### src/rtl/if_fetch_unit_if.sv
// Fetch-unit bus bundle: instruction-memory req/gnt/rvalid channel, decode
// valid/ready channel, next-PC write port and the accepted-instruction counter.
interface if_fetch_unit_if #(
   parameter int unsigned ADDR_W = 10
);
   localparam int unsigned DATA_W = 32;

   // instruction memory channel
   logic              imem_req;
   logic [ADDR_W-1:0] imem_addr;
   logic              imem_gnt;
   logic              imem_rvalid;
   logic [DATA_W-1:0] imem_rdata;

   // decode channel
   logic              inst_valid;
   logic [DATA_W-1:0] inst;
   logic [DATA_W-1:0] inst_pc;
   logic              inst_ready;

   // next-PC logic and status
   logic              npc_we;
   logic [DATA_W-1:0] npc_in;
   logic [DATA_W-1:0] fetch_cnt;

   // fetch unit side
   modport master (
      output imem_req, imem_addr, inst_valid, inst, inst_pc, fetch_cnt,
      input  imem_gnt, imem_rvalid, imem_rdata, inst_ready, npc_we, npc_in
   );

   // environment side: memory, decode and next-PC logic
   modport slave (
      input  imem_req, imem_addr, inst_valid, inst, inst_pc, fetch_cnt,
      output imem_gnt, imem_rvalid, imem_rdata, inst_ready, npc_we, npc_in
   );
endinterface

### src/rtl/if_fetch_unit.sv
// Instruction-fetch front end: holds the PC, performs one outstanding imem
// fetch at a time and hands the word to decode, then waits for the next PC.
module if_fetch_unit #(
   parameter logic [31:0] RESET_PC = 32'h0000_0000,
   parameter int unsigned ADDR_W   = 10
) (
   input  logic              clk,
   input  logic              rstn,
   if_fetch_unit_if.master   bus
);

   localparam int unsigned DATA_W = 32;

   typedef enum logic [2:0] {
      S_IDLE  = 3'd0,
      S_REQ   = 3'd1,
      S_WAIT  = 3'd2,
      S_VALID = 3'd3,
      S_NEXT  = 3'd4
   } state_e;

   state_e            state_q,      state_d;
   logic [DATA_W-1:0] pc_q,         pc_d;
   logic              imem_req_q,   imem_req_d;
   logic [ADDR_W-1:0] imem_addr_q,  imem_addr_d;
   logic              inst_valid_q, inst_valid_d;
   logic [DATA_W-1:0] inst_q,       inst_d;
   logic [DATA_W-1:0] inst_pc_q,    inst_pc_d;
   logic [DATA_W-1:0] fetch_cnt_q,  fetch_cnt_d;

   // state and output registers
   always_ff @(posedge clk or negedge rstn) begin
      if (!rstn) begin
         state_q      <= S_IDLE;
         pc_q         <= RESET_PC;
         imem_req_q   <= 1'b0;
         imem_addr_q  <= '0;
         inst_valid_q <= 1'b0;
         inst_q       <= '0;
         inst_pc_q    <= '0;
         fetch_cnt_q  <= '0;
      end else begin
         state_q      <= state_d;
         pc_q         <= pc_d;
         imem_req_q   <= imem_req_d;
         imem_addr_q  <= imem_addr_d;
         inst_valid_q <= inst_valid_d;
         inst_q       <= inst_d;
         inst_pc_q    <= inst_pc_d;
         fetch_cnt_q  <= fetch_cnt_d;
      end
   end

   // next state; outputs are precomputed so they appear registered in the new state
   always_comb begin
      state_d      = state_q;
      pc_d         = pc_q;
      imem_req_d   = imem_req_q;
      imem_addr_d  = imem_addr_q;
      inst_valid_d = inst_valid_q;
      inst_d       = inst_q;
      inst_pc_d    = inst_pc_q;
      fetch_cnt_d  = fetch_cnt_q;

      unique case (state_q)
         S_IDLE: begin
            state_d     = S_REQ;
            imem_req_d  = 1'b1;
            imem_addr_d = pc_q[ADDR_W-1:0];
         end

         S_REQ: begin
            if (bus.imem_gnt) begin
               state_d    = S_WAIT;
               imem_req_d = 1'b0;
            end
         end

         // responses are only honoured here, so stale data after a reset is dropped
         S_WAIT: begin
            if (bus.imem_rvalid) begin
               state_d      = S_VALID;
               inst_valid_d = 1'b1;
               inst_d       = bus.imem_rdata;
               inst_pc_d    = pc_q;
            end
         end

         S_VALID: begin
            if (bus.inst_ready) begin
               inst_valid_d = 1'b0;
               fetch_cnt_d  = fetch_cnt_q + DATA_W'(1);
               if (bus.npc_we) begin
                  state_d     = S_REQ;
                  pc_d        = bus.npc_in;
                  imem_req_d  = 1'b1;
                  imem_addr_d = bus.npc_in[ADDR_W-1:0];
               end else begin
                  state_d = S_NEXT;
               end
            end
         end

         S_NEXT: begin
            if (bus.npc_we) begin
               state_d     = S_REQ;
               pc_d        = bus.npc_in;
               imem_req_d  = 1'b1;
               imem_addr_d = bus.npc_in[ADDR_W-1:0];
            end
         end

         default: begin
            state_d = S_IDLE;
         end
      endcase
   end

   assign bus.imem_req   = imem_req_q;
   assign bus.imem_addr  = imem_addr_q;
   assign bus.inst_valid = inst_valid_q;
   assign bus.inst       = inst_q;
   assign bus.inst_pc    = inst_pc_q;
   assign bus.fetch_cnt  = fetch_cnt_q;

endmodule

### src/flat_wrapper.sv
// flat-port wrapper written by rule: the top's interface ports become plain ports
module if_fetch_unit_flat 
#(
   parameter logic [31:0] RESET_PC = 32'h0000_0000,
   parameter int unsigned ADDR_W   = 10
)
  (clk, rstn, bus_imem_req, bus_imem_addr, bus_inst_valid, bus_inst, bus_inst_pc, bus_fetch_cnt, bus_imem_gnt, bus_imem_rvalid, bus_imem_rdata, bus_inst_ready, bus_npc_we, bus_npc_in);
  if_fetch_unit_if #(.ADDR_W(ADDR_W)) bus_i ();
  input  logic clk;
  input  logic rstn;
  output wire logic [$bits(bus_i.imem_req)-1:0] bus_imem_req;
  output wire logic [$bits(bus_i.imem_addr)-1:0] bus_imem_addr;
  output wire logic [$bits(bus_i.inst_valid)-1:0] bus_inst_valid;
  output wire logic [$bits(bus_i.inst)-1:0] bus_inst;
  output wire logic [$bits(bus_i.inst_pc)-1:0] bus_inst_pc;
  output wire logic [$bits(bus_i.fetch_cnt)-1:0] bus_fetch_cnt;
  input wire logic [$bits(bus_i.imem_gnt)-1:0] bus_imem_gnt;
  input wire logic [$bits(bus_i.imem_rvalid)-1:0] bus_imem_rvalid;
  input wire logic [$bits(bus_i.imem_rdata)-1:0] bus_imem_rdata;
  input wire logic [$bits(bus_i.inst_ready)-1:0] bus_inst_ready;
  input wire logic [$bits(bus_i.npc_we)-1:0] bus_npc_we;
  input wire logic [$bits(bus_i.npc_in)-1:0] bus_npc_in;
  assign bus_imem_req = bus_i.imem_req;
  assign bus_imem_addr = bus_i.imem_addr;
  assign bus_inst_valid = bus_i.inst_valid;
  assign bus_inst = bus_i.inst;
  assign bus_inst_pc = bus_i.inst_pc;
  assign bus_fetch_cnt = bus_i.fetch_cnt;
  assign bus_i.imem_gnt = bus_imem_gnt;
  assign bus_i.imem_rvalid = bus_imem_rvalid;
  assign bus_i.imem_rdata = bus_imem_rdata;
  assign bus_i.inst_ready = bus_inst_ready;
  assign bus_i.npc_we = bus_npc_we;
  assign bus_i.npc_in = bus_npc_in;
  if_fetch_unit #(.RESET_PC(RESET_PC), .ADDR_W(ADDR_W)) u_core (.clk(clk), .rstn(rstn), .bus(bus_i));
endmodule
### config.mk
export PLATFORM = sky130hd
export DESIGN_NAME = if_fetch_unit_flat
export DESIGN_NICKNAME = d
export VERILOG_FILES = /design/src/rtl/if_fetch_unit_if.sv /design/src/rtl/if_fetch_unit.sv /design/src/flat_wrapper.sv
export SDC_FILE = /design/constraint.sdc
export NUM_CORES = 1
export LEC_CHECK = 0
export CAP_MARGIN = 40
export CORE_UTILIZATION = 44
export CTS_BUF_LIST = sky130_fd_sc_hd__clkbuf_8
export CTS_CLUSTER_DIAMETER = 150
export DETAILED_ROUTE_END_ITERATION = 12
export PLACE_DENSITY = 0.84
export SKIP_LAST_GASP = 1
export SLEW_MARGIN = 25
export SYNTH_ARGS = -nofsm -noshare
export SYNTH_HDL_FRONTEND = slang
export SYNTH_SLANG_ARGS = --single-unit
export TNS_END_PERCENT = 30
### constraint.sdc
create_clock -name clk -period 1.75 [get_ports clk]
set_input_delay 0.2625 -clock clk [delete_from_list [all_inputs] [get_ports clk]]
set_output_delay 0.2625 -clock clk [all_outputs]
set_load 0.1 [all_outputs]
==> metrics <==
status finished clean; clock buffer count from CTS 17; critical path endpoint category flip-flop; Placed Area about 9300 sq um; Yosys top cell area share around three fifths; most common library cells after synthesis 143 x dfrtp_1, 66 x mux2_1, 40 x mux2_4, 30 x xnor2_1; grt ovf 0; clock sink count roughly 140; row count 42; die height 119 microns; top-count cell post-synth dfrtp_1; Routed WL 13900 microns; Final min period ~1.7 ns; CORE AREA approximately 13000 sq um; nets 672; Initial Utilization around 45%; WS Path Type flip-flop to flip-flop; post-DP HPWL 10400 microns; Worst-Margin Slew 0.416 ns; CP arrival around 2.0 ns; # fillers between 800 and 900; Synth area leader dfrtp_1; FFs w/ async S/R, synth 100%; CP Cell Sequence nor2b_1 > a22o_1 > buf_12 > mux2_4 > mux2_2; EDFF count, synth 0; Syn Area/Cell about 15 sq um; Area contributors post-synth dfrtp_1 59%, mux2_1 12%, mux2_4 10%; Final setup viols 0; Yosys cell types 39; Iter 0 DRT Violations 273; vias in the first global route between 4000 and 5000; synthesized net count approximately 470; Tcrit/Tclk final between 90% and 100%; slowest stage cell on the critical path dfrtp_2; RSZ-0062 raised after global routing no; DIE AREA 14200 sq um; DRC 0; cell count after synthesis around 400; All-Layer GR Usage between 20% and 30%; crit-path max FO 10; final-report hold violation count 0; CTS tree done; CP peak stage delay between 0.4 and 0.5 ns; Antenna Violating Nets Remaining 0; Max-cap violations 0; area growth from synthesis to layout 62.0%; pin count of the biggest net entering global routing 49; post-route cell area just under 10000 sq um; relative slew slack about 72%; clk root buf clkbuf_8; IO Port Bufs 177; Via density roughly 5.1; RePlAce Congestion roughly 0.8; # diodes 0; global-route wire length before repair about 23000 microns; f_max slightly below 0.6 GHz; IO Count 178; post-synthesis sequential area ratio slightly below 60%; Yosys reg bits 143; Reg clk slew, reported paths ~0.070 ns; via count approximately 4000; initial antenna violation count 0; Worst Path Required roughly 2.0 ns; Mapped Area roughly 6000 sq um; Clock Path Buffers 2; Die X-Extent between 100 and 150 microns; number of synthesis warnings 0; max-slew violations 0; Synth Flop Type dfrtp_1; Layout Skew around 0.011 ns; DR WL/cell between 15 and 20 microns; H-tree level count 4; Min-Delay Path Class input port to async pin; Initial DRT Pass Iterations 4; Worst-Skew Late Latency 0.42 ns; post-layout util roughly 73%; share of layout cells above drive strength 1 between 40 and 50%; hold slack about 0.32 ns; Setup crit start kind flip-flop
[registers in the layout (all words and copies together) (netlist names)]
register               count
u_core.state_q             3
u_core.bus.fetch_cnt      32
u_core.bus.imem_req        1
u_core.bus.inst           32
u_core.bus.inst_pc        32
u_core.bus.imem_addr      10
u_core.pc_q               32
u_core.bus.inst_valid      1
[cells by family after synthesis]
logic type	synth area share, %
simple gates	7.55
flops	59.4
buf+inv	2.62
mux	24.2
fa+ha+maj	0.208
xor+xnor	4.51
compound gates	1.48
[routing by layer]
metal | vias up | wire (microns) | track usage, %
li1 | 1819 | - | -
met1 | 2009 | 5560 | 24.7
met2 | 148 | 7240 | 36.2
met3 | 23 | 826 | 5.70
met4 | 0 | 229 | 7.44
met5 | - | 0 | 0
[cell type report]
type / count / area, sq um / share of cell area (%)
clock inverter: 10 / 100 / 1.03
tap: 176 / 220 / 2.26
clock buffer: 20 / 275 / 2.82
inverter: 4 / 15.0 / 0.154
sequential: 143 / 3660 / 37.5
multi-input combinational: 231 / 2300 / 23.6
timing repair buffer: 204 / 3180 / 32.6
[layout by cell type (no fill, tap or decap), types with 10 or more instances in the layout]
cell type,n
nand3_1,15
dfrtp_4,17
xnor2_1,30
mux2_4,40
clkdlybuf4s50_1,68
dfrtp_2,13
nand2_1,11
buf_12,118
buf_4,16
mux2_1,66
clkbuf_8,20
mux2_2,10
dfrtp_1,113
nand4_1,15
[what timing repair did]
action / 4_1_cts / 5_1_grt
cloned: 0 / 0
buffers inserted: 0 / 2
hold buffers: 1 / 0
gates resized for setup: 1 / 3
setup endpoints to repair: 3 / 15
endpoints found under the hold margin: 35 / 0
[worst max-delay path, delay by kind of cell (launching register included)]
family / cells / cell delay (ns)
AO/OA/AOI/OAI: 1 / 0.27
flip-flops: 1 / 0.46
buffers and inverters: 1 / 0.16
AND/OR/NAND/NOR: 1 / 0.16
multiplexers: 2 / 0.55
[final timing paths]
check	start	endpoint	slack (ns)	depth (start not counted)
setup / recovery	u_core.state_q[1]	u_core.bus.imem_addr[9]	0.02	5
hold / removal	rstn	u_core.bus.fetch_cnt[15]	0.32	2
setup reg to reg	u_core.state_q[1]	u_core.bus.imem_addr[9]	0.02	5
hold reg to reg	u_core.pc_q[15]	u_core.bus.inst_pc[15]	0.51	1
max in group asynchronous	rstn	u_core.bus.fetch_cnt[11]	0.81	3
min in group clk	bus_imem_rdata[23]	u_core.bus.inst[23]	0.44	2
[through the flow]
| stage | worst slack [ns] | cells | TNS, ns |
|---|---|---|---|
| 2_1_floorplan | -0.00919 | 397 | -0.0115 |
| 3_3_place_gp | -0.138 | 755 | -5.27 |
| 3_5_place_dp | -0.189 | 755 | -9.12 |
| 4_1_cts | 0.00711 | 786 | 0 |
| 5_1_grt | 0.00893 | 788 | 0 |
| 6_report | 0.0248 | 788 | 0 |
Power is left out: the tool's default activity adds up to more than one toggle a clock period on the data nets, which glitch-free logic cannot reach.
